File: src/rtl/quantser_pkg.sv
// Shared types and constants for the quantser bit-plane collection path.
package quantser_pkg;

    localparam int BDOUTMAX  = 32;
    localparam int QS_N      = 64;
    localparam int QS_BWADDR = 12;

    typedef enum logic [0:0] {
        IDLE,
        COLLECT
    } qcoll_state_t;

    typedef struct packed {
        logic [QS_BWADDR-1:0] addr;
        logic [QS_N-1:0]      data;
    } plane_word_t;

endpackage

File: src/rtl/quantser_collector_plane_fifo.sv
// Synchronous FIFO for address-tagged bit-plane words; a pop frees room for a
// push in the same cycle, and the head reads as zero while the FIFO is empty.
module plane_fifo #(
    parameter int W     = 8,
    parameter int DEPTH = 4
) (
    input  logic         clk,
    input  logic         clr,
    input  logic         push,
    input  logic         pop,
    input  logic [W-1:0] wdata,
    output logic [W-1:0] rdata,
    output logic         full,
    output logic         empty
);

    localparam int AW = $clog2(DEPTH);

    logic [W-1:0] mem [DEPTH];
    logic [AW:0]  wptr;
    logic [AW:0]  rptr;
    logic         do_push;
    logic         do_pop;

    // Pointers carry one extra wrap bit to tell full from empty.
    assign empty   = (wptr == rptr);
    assign full    = (wptr[AW] != rptr[AW]) && (wptr[AW-1:0] == rptr[AW-1:0]);
    assign do_pop  = pop && !empty;
    assign do_push = push && (!full || do_pop);

    always_ff @(posedge clk or posedge clr) begin
        if (clr) begin
            wptr <= '0;
            rptr <= '0;
        end else begin
            if (do_push) wptr <= wptr + 1'b1;
            if (do_pop)  rptr <= rptr + 1'b1;
        end
    end

    always_ff @(posedge clk) begin
        if (do_push) mem[wptr[AW-1:0]] <= wdata;
    end

    assign rdata = empty ? '0 : mem[rptr[AW-1:0]];

endmodule

File: src/rtl/quantser_collector.sv
// Packs serialized quantser lane bits into address-tagged bit-plane words and
// buffers them toward activation memory through a valid/ready write port.
module quantser_collector #(
    parameter int N         = 64,
    parameter int BDOUTMAX  = 32,
    parameter int BWADDR    = 12,
    parameter int FIFODEPTH = 4
) (
    input  logic                        clk,
    input  logic                        clr,
    input  logic                        start,
    input  logic [$clog2(BDOUTMAX)-1:0] bdout,
    input  logic [BWADDR-1:0]           baseaddr,
    input  logic [N-1:0]                sin,
    output logic                        wrvalid,
    input  logic                        wrready,
    output logic [N-1:0]                wrdata,
    output logic [BWADDR-1:0]           wraddr,
    output logic                        busy,
    output logic                        done,
    output logic                        err,
    output logic                        ovf
);

    import quantser_pkg::*;

    localparam int BW = $clog2(BDOUTMAX);
    localparam int FW = BWADDR + N;

    qcoll_state_t      state;
    qcoll_state_t      state_nxt;
    logic [BW-1:0]     planeidx;
    logic [BW-1:0]     nplanes_m1;
    logic [BWADDR-1:0] base;
    logic              last;
    logic              push;
    logic              accept;
    logic              drop;
    logic              fifo_full;
    logic              fifo_empty;
    logic [FW-1:0]     push_word;
    logic [FW-1:0]     head_word;

    assign accept    = (state == IDLE) && start;
    assign push      = (state == COLLECT);
    assign last      = (planeidx == nplanes_m1);
    // Address wraps modulo 2^BWADDR by construction of the adder width.
    assign push_word = {base + BWADDR'(planeidx), sin};
    assign drop      = push && fifo_full && !(wrready && !fifo_empty);

    always_comb begin
        state_nxt = state;
        case (state)
            IDLE:    if (start) state_nxt = COLLECT;
            COLLECT: if (last)  state_nxt = IDLE;
            default: state_nxt = IDLE;
        endcase
    end

    always_ff @(posedge clk or posedge clr) begin
        if (clr) begin
            state    <= IDLE;
            planeidx <= '0;
            done     <= 1'b0;
            err      <= 1'b0;
            ovf      <= 1'b0;
        end else begin
            state <= state_nxt;
            done  <= push && last;
            if (start && state == COLLECT) err <= 1'b1;
            if (drop) ovf <= 1'b1;
            // Dropped words still consume their plane slot.
            if (accept)             planeidx <= '0;
            else if (push && !last) planeidx <= planeidx + 1'b1;
        end
    end

    always_ff @(posedge clk) begin
        if (accept) begin
            nplanes_m1 <= bdout;
            base       <= baseaddr;
        end
    end

    plane_fifo #(
        .W     (FW),
        .DEPTH (FIFODEPTH)
    ) u_fifo (
        .clk   (clk),
        .clr   (clr),
        .push  (push),
        .pop   (wrready),
        .wdata (push_word),
        .rdata (head_word),
        .full  (fifo_full),
        .empty (fifo_empty)
    );

    assign wrvalid          = !fifo_empty;
    assign {wraddr, wrdata} = head_word;
    assign busy             = (state == COLLECT);

endmodule

File: config.mk
export PLATFORM = sky130hd
export DESIGN_NAME = quantser_collector
export DESIGN_NICKNAME = d
export VERILOG_FILES = /design/src/rtl/quantser_pkg.sv /design/src/rtl/quantser_collector_plane_fifo.sv /design/src/rtl/quantser_collector.sv
export SDC_FILE = /design/constraint.sdc
export NUM_CORES = 1
export LEC_CHECK = 0
export ABC_AREA = 1
export CAP_MARGIN = 20
export CORE_MARGIN = 2
export CORE_UTILIZATION = 56
export DETAILED_ROUTE_END_ITERATION = 10
export GPL_TIMING_DRIVEN = 1
export PLACE_DENSITY = 0.8
export RECOVER_POWER = 50
export SYNTH_ARGS = -nofsm -noshare
export SYNTH_HDL_FRONTEND = slang
export SYNTH_HIERARCHICAL = 1
export SYNTH_SLANG_ARGS = --single-unit
File: constraint.sdc
create_clock -name clk -period 6.22 [get_ports clk]
set_input_delay 0.622 -clock clk [delete_from_list [all_inputs] [get_ports clk]]
set_output_delay 0.622 -clock clk [all_outputs]
set_load 0.005 [all_outputs]
==> results.toml, run 1 <==
[setup_path]
cp_common_cell = "nand2_1"
cp-end-kind = "primary output"
required_ns = 5.60
critPathLaunchType = "flop"
crit_type = "flop to primary output"
crit_buf_inv = 4
critPathTopFamily = "buffers and inverters"
crit_slowest_cell = "dfrtp_4"
path_cells = "inv_4 -> nand2_1 -> nand2_1 -> nand3_4 -> buf_12 -> nand2_1 -> inv_1 -> clkdlybuf4s50_1"
worstPathArrival_ns = 3.62
crit_fanout = 75
max_stage_delay_ns = 0.95

[clock_tree]
cts_buffer_depth = 3
cts.htree.levels = 2
cts_tree = "done"
cts_sinks = 336
root_buffer = "clkbuf_16"
hold_buffers = 0
path_clk_slew_ns = 0.06
clk_latency_ns = 0.51
cts_resized = 0
postCtsSetupRepairBufs = 0
cts_buffers = 36

[power]
leakagePower_uw = 0.00650
pwr-share-comb = 0.401
power_switching_uw = 3430
ir_worst_vdd_mv = 0.354
p_seq_frac = 0.382
internal-power_uw = 6440
power_density_nw_per_um2 = 582
switching_share = 0.348
pwr-share-clk = 0.217

[finish]
drive_above_1_share = 0.0538
fin_util = 0.697
fillers = 1686
fin_area_um2 = 17000
final_nets = 1426
multi_input_area_um2 = 3090
seqCellArea_um2 = 10000
final_cells = 1681
area_growth_pct = 22.4

[detailed_routing]
dr.first_iter.drc_count = 854
vias = 8970
dr.max_layer_used = "met5"
met2_length_um = 14400
dr.pass1.iters = 5
viasPerCell = 5.34
routed_wl_um = 28900
met1_length_um = 12200
avgRoutedWirePerCell_um = 17.2
detail-route-antenna-nets = 0
wl_met3_um = 1750
drc = 0

[placement]
dp_hpwl_um = 16600
place_area_um2 = 15700
portBuffers = 165
dpl.cell_count = 1611
pre_cts_ws_ns = 2.28
gp_congestion = 0.756

[run]
maxCapViolCount = 0

[global_routing]
grt_pass1_vias = 8966
antenna_found_initial = 2
grt_pass1_wl_um = 45600
grt_max_degree = 114
track_usage = 0.223
gr-total-overflow = 0

[die]
dieArea_um2 = 26000
core_area_um2 = 24300
die_h_um = 161
initial_core_util = 0.569
die_w_um = 161
num_io_pins = 166
rows = 57

[sta]
tightest_slew_ns = 1.10
rsz0062_at_grt = "false"
fmaxAchievable_ghz = 0.236
setup_viol = 0
finalHoldViolCount = 0
report.final.slew_viol_count = 0
tns_ns = 0
skew_ns = 0.0138
fin_crit_sh = 0.682
fin_crit_ns = 4.24
layout_setup_ws_ns = 1.98
max-slew-margin-rel = 0.263

[yosys]
synth_area_leaders = "edfxtp_1 (70%), nor2_1 (6.5%), o21ai_1 (4.8%)"
synthDistinctLibCells = 30
synth_top_cell_by_area = "edfxtp_1"
syn_inst = 1173
synth_area_um2 = 13800
synth-seq-cells = 336
synth_top_area_frac = 0.696
synth_warnings = 6
avgSynthCellArea_um2 = 11.8
synth-seq-area-share = 0.723
synth_nets = 1270

[hold_path]
hp-class = "flop to flop"

[outcome]
outcome = "finished clean"
synthesized netlist by cell type:
cell and n:
edfxtp_1 321, nor2_1 238, nand2_1 141, o21ai_1 134, inv_1 106, o21ai_0 96, buf_2 24, nand3_1 20
dfrtp_1 15, clkbuf_1 14, ha_1 11, buf_6 9, xor2_1 9, buf_1 8, nand3b_1 4, buf_4 3
xnor2_1 3, a21o_1 2, a21oi_1 2, nand2_2 2, nor2_2 2, a31o_2 1, buf_12 1, fa_1 1
inv_2 1, nand2_4 1, nand3_2 1, nand3_4 1, nand4_1 1, xnor2_2 1
logic make-up (layout without fill, tap and decap cells):
family,Yosys count,in the layout,synth area share
compound gates,235,235,0.0856
xor+xnor,13,13,0.00876
fa+ha+maj,12,12,0.0114
buf+inv,166,349,0.0540
flops,336,336,0.723
other cells,0,1,0
simple gates,411,411,0.117
area by class of cell:
class	count	share of cell area
Sequential cell	336	0.591
Multi-Input combinational cell	671	0.182
Timing Repair Buffer	177	0.109
Clock buffer	47	0.0568
Tap cell	324	0.0239
Inverter	107	0.0238
Clock inverter	18	0.0132
Antenna cell	1	0.000148
per-layer routing:
| metal | GRT usage | up-vias |
|---|---|---|
| li1 | - | 4301 |
| met1 | 0.296 | 4310 |
| met2 | 0.379 | 315 |
| met3 | 0.0395 | 42 |
| met4 | 0.0666 | 2 |
| met5 | 0 | - |
sequential cells by signal, indices dropped and copies added, names as in the netlist:
name,count
u_fifo/wptr,3
nplanes_m1,5
planeidx,5
err,1
u_fifo/rptr,3
done,1
u_fifo/mem,304
base,12
busy,1
ovf,1
final timing paths:
kind	from	to	slack (ns)	cells after the start
worst max-delay path	u_fifo/rptr[0]$_DFFE_PP0P_	wrdata[22]	1.98	8
max in group asynchronous	clr	planeidx[4]$_DFFE_PP0P_	5.44	2
worst max register to register	u_fifo/rptr[0]$_DFFE_PP0P_	u_fifo/mem[3][54]$_DFFE_PP_	2.20	8
worst min-delay path	err$_DFFE_PP0P_	err$_DFFE_PP0P_	0.45	1
worst min register to register	err$_DFFE_PP0P_	err$_DFFE_PP0P_	0.45	1
min in group asynchronous	clr	u_fifo/rptr[0]$_DFFE_PP0P_	0.50	2
cells in the final DEF (no fill, tap or decap), types with 10 or more instances in the layout:
cell,count
inv_1,106
dlygate4sd3_1,86
clkbuf_1,10
nor2_1,236
dfrtp_1,13
o21ai_1,132
edfxtp_1,321
nand3_1,21
ha_1,11
clkdlybuf4s50_1,79
o21ai_0,98
clkbuf_16,37
nand2_1,144
per-stage QoR:
step,hold slack (ns),power (µW)
2_1_floorplan,0.413,5990
3_3_place_gp,0.449,7610
3_5_place_dp,0.450,7750
4_1_cts,0.359,9910
5_1_grt,0.494,10500
6_report,0.455,9870
power groups by stage:
stage | logic, µW | registers [µW] | clock network (µW)
after global placement | 3830 | 3780 | 0
after floorplan | 2270 | 3720 | 0
final | 3960 | 3770 | 2140
after CTS | 3960 | 3770 | 2180
after detailed placement | 3930 | 3820 | 0
after global routing | 4400 | 3840 | 2280
Power figures use the tool's default switching activity.
==> run 2: changes to the inputs <==
- CORE_UTILIZATION: 56 -> 50
- PLACE_DENSITY: 0.8 -> 0.76
- clock period: 6.22 -> 3.5 ns (I/O delays scaled with it)
==> results.toml, run 2 (synthesis results as in run 1) <==
[clock_tree]
hold_buffers = 0
cts.htree.levels = 2
postCtsSetupRepairBufs = 0
root_buffer = "clkbuf_16"
cts_buffers = 34
cts_buffer_depth = 3
clk_latency_ns = 0.50
path_clk_slew_ns = 0.05
cts_resized = 0
cts_sinks = 336
cts_tree = "done"

[setup_path]
startpoint = "u_fifo/rptr[1]$_DFFE_PP0P_"
r2r_start = "u_fifo/rptr[1]$_DFFE_PP0P_"
reg2reg_depth = 5
worstPathArrival_ns = 2.81
crit_type = "flop to primary output"
crit_fanout = 29
max_stage_delay_ns = 0.62
path_cells = "xnor2_1 -> nand3_4 -> buf_12 -> nand2_1 -> inv_1 -> clkdlybuf4s50_1"
crit_buf_inv = 3
crit_slowest_cell = "dfrtp_4"
critPathLaunchType = "flop"
r2r_end = "u_fifo/mem[3][21]$_DFFE_PP_"
cp-end-kind = "primary output"
required_ns = 3.15
reg2reg_slack_ns = 0.50
critPathTopFamily = "buffers and inverters"

[power]
pwr-share-comb = 0.422
leakagePower_uw = 0.00646
switching_share = 0.348
internal-power_uw = 11200
pwr-share-clk = 0.197
power_density_nw_per_um2 = 1010
power_switching_uw = 5960
p_seq_frac = 0.381
ir_worst_vdd_mv = 0.677
p_total_uw = 17200

[placement]
gp_congestion = 0.793
place_area_um2 = 15900
portBuffers = 165
dp_hpwl_um = 16900

[detailed_routing]
met2_length_um = 13600
dr.max_layer_used = "met4"
viasPerCell = 5.13
dr.pass1.iters = 5
detail-route-antenna-nets = 0
routed_wl_um = 27900
dr.first_iter.drc_count = 714
vias = 8890
avgRoutedWirePerCell_um = 16.1
wl_met3_um = 1870
met1_length_um = 11800
drc = 0

[sta]
fmaxAchievable_ghz = 0.317
fin_crit_ns = 3.16
tightest_slew_ns = 1.18
fin_crit_sh = 0.903
rsz0062_at_grt = "false"
setup_viol = 0
report.final.slew_viol_count = 0
tns_ns = 0
finalHoldViolCount = 0
max-slew-margin-rel = 0.208
skew_ns = 0.0182

[global_routing]
track_usage = 0.192
grt_max_degree = 87
grt_pass1_vias = 8539
gr-total-overflow = 0
grt_pass1_wl_um = 43700
antenna_found_initial = 2

[die]
die_h_um = 170
core_area_um2 = 27100
die_w_um = 170
rows = 60
num_io_pins = 166
dieArea_um2 = 29000
initial_core_util = 0.511

[finish]
final_nets = 1432
largest_register_ffs = 304
final_cell_mix = "edfxtp_1 (321), nor2_1 (236), nand2_1 (143)"
drive_above_1_share = 0.0545
area_growth_pct = 22.3
final_common_cell = "edfxtp_1"
fin_area_um2 = 16900

[outcome]
outcome = "finished clean"

[run]
maxCapViolCount = 0

[hold_path]
hp-class = "input port to async pin"
## run 2: cell types whose count changed in the layout (fill, tap and decap cells not counted), moves of 3 or more
cell and delta:
clkinv_2 -3, buf_4 +6, bufinv_16 -3, clkinv_1 +3, buf_12 +4, clkbuf_1 -3
## run 2: area by class of cell
class                      instances  area [µm²]
inverter                         107         404
tap                              372         465
multi-input combinational        671        3080
sequential                       336       10000
clock buffer                      43         916
timing repair buffer             185        1910
antenna                            3        7.51
fill                            2048       10200
clock inverter                    15         125
## run 2: worst max-delay path by stage
stage                            endpoint  slack, ns  cells after the start
2_1_floorplan  u_fifo/mem[0][0]$_DFFE_PP_      -1.12                      6
3_3_place_gp                   wrdata[50]       1.00                      7
3_5_place_dp                   wraddr[11]       0.98                      8
4_1_cts                         wraddr[9]       0.42                      6
5_1_grt                        wrdata[54]       0.20                      6
6_report                       wrdata[33]       0.34                      6
## run 2: worst reg2reg max path, delay by kind of cell (launching register included)
family | cells | cell delay, ns
flops | 1 | 0.62
buf+inv | 1 | 0.40
simple gates | 3 | 1.42
xor+xnor | 1 | 0.26
## run 2: per-layer routing
metal  vias to the layer above  global-route usage
met4                         0              0.0621
met3                        45              0.0323
li1                       4314                   -
met5                         -                   0
met2                       323               0.319
met1                      4208               0.262
## run 2: power by group through the flow
stage	combinational (µW)	sequential (µW)	clock, µW
3_5_place_dp	7340	6630	0
2_1_floorplan	4030	6620	0
3_3_place_gp	7230	6570	0
4_1_cts	7400	6550	3420
5_1_grt	8060	6650	3580
6_report	7230	6540	3380
## run 2: through the flow
stage	utilization	std cells	hold WS, ns	worst slack (ns)
final	0.625	1732	0.297	0.341
after global routing	0.625	1731	0.314	0.198
after CTS	0.626	1729	0.172	0.416
after detailed placement	0.588	1671	0.455	0.983
after global placement	0.588	1671	0.444	1.00
after floorplan	-	1173	0.141	-1.12
==> run 3: changes to the inputs <==
- REMOVE_ABC_BUFFERS: not set -> 1
==> results.toml, run 3 (synthesis results as in run 1) <==
[setup_path]
cp-end-kind = "primary output"
reg2reg_depth = 5
crit_slowest_cell = "dfrtp_4"
r2r_start = "u_fifo/rptr[1]$_DFFE_PP0P_"
crit_fanout = 72
reg2reg_slack_ns = 0.58
startpoint = "u_fifo/rptr[1]$_DFFE_PP0P_"
required_ns = 3.15
critPathLaunchType = "flop"
worstPathArrival_ns = 2.96
path_cells = "buf_4 -> o21ai_0 -> o21ai_1 -> nand2_1 -> inv_1 -> clkdlybuf4s50_1"
max_stage_delay_ns = 0.93
r2r_end = "u_fifo/mem[2][6]$_DFFE_PP_"
critPathCapture = "wraddr[1]"
crit_type = "flop to primary output"

[global_routing]
grt_pass1_vias = 8822
antenna_found_initial = 5
gr-total-overflow = 0
grt_pass1_wl_um = 44700
grt_max_degree = 129
track_usage = 0.198

[detailed_routing]
viasPerCell = 5.15
dr.pass1.iters = 5
routed_wl_um = 28300
drc = 0
vias = 8906
detail-route-antenna-nets = 0
avgRoutedWirePerCell_um = 16.4
dr.first_iter.drc_count = 704

[sta]
skew_ns = 0.0189
rsz0062_at_grt = "false"
finalHoldViolCount = 0
tightest_slew_ns = 0.786
fmaxAchievable_ghz = 0.302
report.final.slew_viol_count = 0
fin_crit_ns = 3.31
whs_ns = 0.292
max-slew-margin-rel = 0.476
fin_crit_sh = 0.947
setup_viol = 0

[placement]
place_area_um2 = 15800
gp_congestion = 0.741
dp_hpwl_um = 16600
dpl.cell_count = 1667
portBuffers = 165

[die]
dieArea_um2 = 29000
num_io_pins = 166
core_area_um2 = 27100
initial_core_util = 0.511
die_h_um = 170
rows = 60
die_w_um = 170

[outcome]
outcome = "finished clean"

[finish]
seqCellArea_um2 = 10000
final_nets = 1428
area_growth_pct = 21.9
drive_above_1_share = 0.0554
multi_input_area_um2 = 3120
final_common_cell = "edfxtp_1"
fin_util = 0.623
fin_area_um2 = 16900
fillers = 2024
final_cell_mix = "edfxtp_1 (321), nor2_1 (234), nand2_1 (142)"
largest_register_ffs = 304
final_cells = 1731

[clock_tree]
cts_sinks = 336
hold_buffers = 0
root_buffer = "clkbuf_16"
cts_tree = "done"
path_clk_slew_ns = 0.06
clk_latency_ns = 0.50
cts_buffer_depth = 3
postCtsSetupRepairBufs = 0
cts_buffers = 34
cts.htree.levels = 2

[hold_path]
hp-class = "input port to async pin"

[power]
power_density_nw_per_um2 = 1010
ir_worst_vdd_mv = 0.699
leakagePower_uw = 0.00644

[run]
maxCapViolCount = 0
[run 3: changes by cell type in the layout (fill, tap and decap cells not counted), sizes merged]
cell | previous run | this run
dlygate4sd3 | 85 | 86
clkbuf | 43 | 48
diode | 3 | 4
clkdlybuf4s50 | 80 | 79
buf | 20 | 14
clkinvlp | 2 | 0
clkinv | 10 | 11
[run 3: repair_timing]
item                                   4_1_cts  5_1_grt
endpoints found under the hold margin        0        0
setup endpoints to repair                    0        1
resized for setup                            0        1
[run 3: where the power goes]
| part | total (µW) | switching [µW] | leakage (µW) | internal, µW |
|---|---|---|---|---|
| Clock | 3440 | 1410 | 0.000520 | 2030 |
| Sequential | 6640 | 529 | 0.00315 | 6110 |
| Combinational | 7010 | 4040 | 0.00277 | 2970 |
| Total | 17100 | 5980 | 0.00644 | 11100 |
[run 3: layout make-up]
type	instances	share of cell area
tap	372	0.0276
sequential	336	0.594
timing repair buffer	181	0.107
inverter	107	0.0239
antenna	4	0.000593
multi-input combinational	671	0.185
clock buffer	46	0.0556
clock inverter	14	0.00697
[run 3: routing by layer]
metal | GRT usage | vias to the layer above | share of wire
li1 | - | 4312 | -
met1 | 0.255 | 4279 | 0.42
met2 | 0.336 | 273 | 0.49
met3 | 0.0447 | 40 | 0.065
met4 | 0.0595 | 2 | 0.020
met5 | 0 | - | 0.00056
[run 3: how the worst min path moves through the flow]
stage	endpoint	start	cells after the start
2_1_floorplan	u_fifo/rptr[0]$_DFFE_PP0P_	clr	1
3_3_place_gp	err$_DFFE_PP0P_	err$_DFFE_PP0P_	1
3_5_place_dp	err$_DFFE_PP0P_	err$_DFFE_PP0P_	1
4_1_cts	u_fifo/rptr[1]$_DFFE_PP0P_	clr	2
5_1_grt	u_fifo/rptr[1]$_DFFE_PP0P_	clr	2
6_report	u_fifo/rptr[1]$_DFFE_PP0P_	clr	2
[run 3: metrics by stage]
stage                     setup TNS [ns]  power, µW  setup slack [ns]
after floorplan                 -1639.49      10400             -4.83
after global placement                 0      13600             0.739
after global routing                   0      18300            0.0217
after detailed placement               0      13800             0.748
final                                  0      17100             0.186
after CTS                              0      17300             0.154
[run 3: critical path, delay by kind of cell, from the launching register on]
kind / cells / cell delay, ns
buf+inv: 3 / 1.03
flops: 1 / 0.93
compound gates: 2 / 0.39
simple gates: 1 / 0.08
==> patch 1, RTL diff (config.mk and constraints of run 2) <==
Register the output `ovf` once more, with the module's reset; this adds one clock of latency there. The other outputs are not delayed to match.
--- a/src/rtl/quantser_collector.sv
+++ b/src/rtl/quantser_collector.sv
@@ -26,6 +26,8 @@
 
     localparam int BW = $clog2(BDOUTMAX);
     localparam int FW = BWADDR + N;
+
+    logic ovf_s0;
 
     qcoll_state_t      state;
     qcoll_state_t      state_nxt;
@@ -63,12 +65,12 @@
             planeidx <= '0;
             done     <= 1'b0;
             err      <= 1'b0;
-            ovf      <= 1'b0;
+            ovf_s0   <= 1'b0;
         end else begin
             state <= state_nxt;
             done  <= push && last;
             if (start && state == COLLECT) err <= 1'b1;
-            if (drop) ovf <= 1'b1;
+            if (drop) ovf_s0 <= 1'b1;
             // Dropped words still consume their plane slot.
             if (accept)             planeidx <= '0;
             else if (push && !last) planeidx <= planeidx + 1'b1;
@@ -100,5 +102,13 @@
     assign {wraddr, wrdata} = head_word;
     assign busy             = (state == COLLECT);
 
+    always_ff @(posedge clk or posedge clr) begin
+        if (clr) begin
+            ovf <= '0;
+        end else begin
+            ovf <= ovf_s0;
+        end
+    end
+
 endmodule
 
Function: changed (a bounded check fails within 10 cycles, from zero or initial values).
==> patch 1 against run 2 <==
Power is 1.9% lower; die area is 0.18% higher; worst hold slack worse by 59 ps; via count decreased by 1.4%; sequential power down 0.8%; routed wire length shrank 2.1%; area after synthesis is 0.18% higher; non-clock buffer count fell by 4; register-to-register slack gained 350 ps; cell area shrank 0.36%; first-iteration DRC count decreased by 17%; setup slack gained 23 ps; sequential cell count rose by 1; synthesized cell count about the same.
==> patch 1: results (changes against run 2) <==
| Metric | Value |
|---|---|
| First DRT Iteration DRCs | `593 (-17%)` |
| GP Congestion | `0.766 (-3.4%)` |
| Main area contributors after synthesis | `edfxtp_1, nor2_1, o21ai_1` |
| Worst Tran Pin Value | `662 ps (-521 ps)` |
| Synth Warn # | `6 (unchanged)` |
| FF-to-FF End | `u_fifo/mem[3][27]` |
| R2r worst-path depth | `7 (+2)` |
| Crit path from | `u_fifo/rptr[0]` |
| M1 WL | `11400 microns (-3.0%)` |
| DR WL/cell | `15.8 microns (-1.8%)` |
| Post-detailed-routing wire length | `27300 microns (-2.1%)` |
| Met3 wire length | `1700 microns (-9.0%)` |
| Arr. time, crit path | `2790 ps (-20 ps)` |
| Worst VDD drop | `0.647 mV (-4.4%)` |
| Post-DP HPWL | `16200 microns (-4.2%)` |
| Syn Nets | `1271 (+0.079%)` |
| Mean post-synth cell area | `11.8 sq um (about the same)` |
| Via/cell ratio | `5.07 (-1.2%)` |
| Outcome | `finished, final reports clean` |
| Routed wl met2 | `13700 microns (+0.72%)` |
| Pre-CTS setup slack | `892 ps (-90.5 ps)` |
| Vias in the first global route | `8552 (+0.15%)` |
| Async SR Flop Fraction | `0.0475 (+0.00283)` |
| Critical Path End | `wraddr[10]` |
| Fin nets | `1429 (-0.21%)` |
| Share of post-route cells with drive strength above 1 | `0.0517 (-0.00283)` |
| Critical Path Max Stage Delay | `440 ps (-180 ps)` |
| Comb group | `7.17 mW (-0.8%)` |
| Int Pwr | `11.0 mW (-2.0%)` |
| Met3 Usage GRT | `0.0301 (-0.00225)` |
| Period utilization | `0.896 (-0.00666)` |
| Leak | `6.42 nW (-0.66%)` |
| R2R Setup Slk | `850 ps (+350 ps)` |
| Grt met2 use | `0.328 (+0.00910)` |
| CP Max Fanout | `62 (+110%)` |
| Clock skew | `14.1 ps (-4.11 ps)` |
patch 1: cell count changes after synthesis, sizes merged:
cell,delta
dfrtp,+1
patch 1: cells by family (layout without fill, tap and decap cells):
kind of cell             Yosys count  count (layout)  synth area share
other                              0               2                 0
adder cells (fa/ha/maj)           12              12            0.0114
buffers and inverters            166             346            0.0539
AO/OA/AOI/OAI                    235             235            0.0854
AND/OR/NAND/NOR                  411             411             0.117
flip-flops                       337             337             0.724
XOR/XNOR                          13              13           0.00875
patch 1: cell type report:
cell class	count	area, sq um
Antenna cell	2	5.00
Clock buffer	42	902
Clock inverter	16	73.8
Fill cell	2049	10200
Inverter	107	404
Multi-Input combinational cell	671	3120
Sequential cell	337	10000
Tap cell	372	465
Timing Repair Buffer	181	1860
patch 1: stage by stage:
step | TNS [ps] | hold slack, ps
floorplan | -341740 | 141
global placement | 0 | 376
detailed placement | 0 | 374
CTS | 0 | 105
global route | 0 | 260
finish | 0 | 238
==> patch 2, RTL diff (flow settings as in run 2) <==
Made on the original files. Set the parameter `FIFODEPTH` to 2 (it was 4).
--- a/src/rtl/quantser_collector.sv
+++ b/src/rtl/quantser_collector.sv
@@ -4,7 +4,7 @@
     parameter int N         = 64,
     parameter int BDOUTMAX  = 32,
     parameter int BWADDR    = 12,
-    parameter int FIFODEPTH = 4
+    parameter int FIFODEPTH = 2
 ) (
     input  logic                        clk,
     input  logic                        clr,
Formal check against the unedited RTL: not equivalent (Yosys sat finds a counterexample within 10 cycles, from zero or initial values).
==> patch 2 against run 2 <==
Clock power decreased by 38%; setup slack better by 120 ps; routed wire length shrank 43%; power decreased by 40%; cell area down 42%; area after synthesis down 47%; worst hold slack got worse by 18 ps; critical path depth is 2 higher; sequential cell count decreased by 154; global-route usage is 1.1 points higher; maximum frequency rose by 3.8%; largest power group unchanged.
==> patch 2: results (changes against run 2) <==
| Metric | Value |
|---|---|
| Mapped Cells | `588 (-50%)` |
| Critical Path Max Stage Delay | `500 ps (-120 ps)` |
| Vias in the first global route | `4924 (-42%)` |
| Leak | `3.74 nW (-42%)` |
| GP Congestion | `0.821 (+3.5%)` |
| Syn Nets | `680 (-46%)` |
| Post-detailed-routing wire length | `15900 microns (-43%)` |
| Post-DP HPWL | `10400 microns (-38%)` |
| Main area contributors after synthesis | `edfxtp_1, nand2_1, dfrtp_1` |
| Number of synthesized flops with an enable pin | `169 (-47%)` |
| R2R Setup Slk | `760 ps (+260 ps)` |
| Seq/Total Area, Yosys | `0.729 (+0.00595)` |
| Fin nets | `844 (-41%)` |
| Async SR Flop Fraction | `0.0714 (+0.0268)` |
| Total CTS buffers | `17 (-50%)` |
| Largest net degree at the start of global routing | `79 (-9.2%)` |
| Worst path slowest cell | `buf_4` |
| Share of post-route cells with drive strength above 1 | `0.0967 (+0.0422)` |
| Max reg flops | `152 (-50%)` |
| Arr. time, crit path | `2690 ps (-120 ps)` |
| CTS H-tree depth | `4 (+2)` |
| Via/cell ratio | `5.15 (+0.36%)` |
| Initial antenna violation count | `3 (+1)` |
| Synth cell types | `26 (-13%)` |
| Wire length of the first global-routing pass | `24900 microns (-43%)` |
| Clock skew | `6.95 ps (-11.3 ps)` |
| Outcome | `finished, final reports clean` |
| Worst VDD drop | `0.523 mV (-23%)` |
| Net Sw Frac | `0.333 (-0.0145)` |
| CP Max Fanout | `51 (+76%)` |
[patch 2: stage by stage]
stage / hold slack (ps) / setup WS, ps / total power [mW]
floorplan: 116 / 745 / 6.09
global placement: 444 / 1030 / 8.11
detailed placement: 456 / 951 / 8.26
CTS: 137 / 483 / 10.4
global route: 288 / 255 / 10.9
finish: 279 / 456 / 10.3
[patch 2: worst paths after layout]
path                                endpoint  depth (start not counted)
max reg2reg                u_fifo/mem[1][53]                          7
min in group clk                         err                          1
min reg2reg                              err                          1
max                               wrdata[33]                          8
min                           u_fifo/wptr[1]                          2
max in group asynchronous        planeidx[3]                          2
[patch 2: power by group through the flow]
stage	combinational [mW]	sequential [mW]	clock [mW]
2_1_floorplan	2.29	3.80	0
3_3_place_gp	4.31	3.80	0
3_5_place_dp	4.42	3.84	0
4_1_cts	4.45	3.81	2.13
5_1_grt	4.74	3.90	2.22
6_report	4.36	3.82	2.10
[patch 2: kinds of logic (layout without fill, tap and decap cells)]
logic type | Yosys count | after routing | share of synthesized area
AO/OA/AOI/OAI | 84 | 84 | 0.0731
XOR/XNOR | 11 | 11 | 0.0130
adder cells (fa/ha/maj) | 7 | 7 | 0.0128
buffers and inverters | 55 | 232 | 0.0360
flip-flops | 182 | 182 | 0.729
other | 0 | 3 | 0
AND/OR/NAND/NOR | 249 | 249 | 0.136
[patch 2: metal layers]
| layer | wire length [microns] | GRT usage |
|---|---|---|
| met1 | 6310 | 0.247 |
| met2 | 8270 | 0.351 |
| met3 | 916 | 0.0459 |
| met4 | 386 | 0.0895 |
| met5 | 0 | 0 |
[patch 2: cell type report]
type                       instances  area, sq um  area share
multi-input combinational        351         1720       0.174
tap                              184          230      0.0234
clock buffer                      17          425      0.0432
clock inverter                    15          234      0.0238
sequential                       182         5400       0.548
antenna                            3         7.51    0.000762
timing repair buffer             171         1720       0.175
inverter                          29          113      0.0114
[patch 2: critical path, delay by kind of cell (launching register included)]
kind / cells / cell delay, ps
and+or+nand+nor: 3 / 350
AOI/OAI and AO/OA: 1 / 110
buffers and inverters: 4 / 1330
DFF: 1 / 430
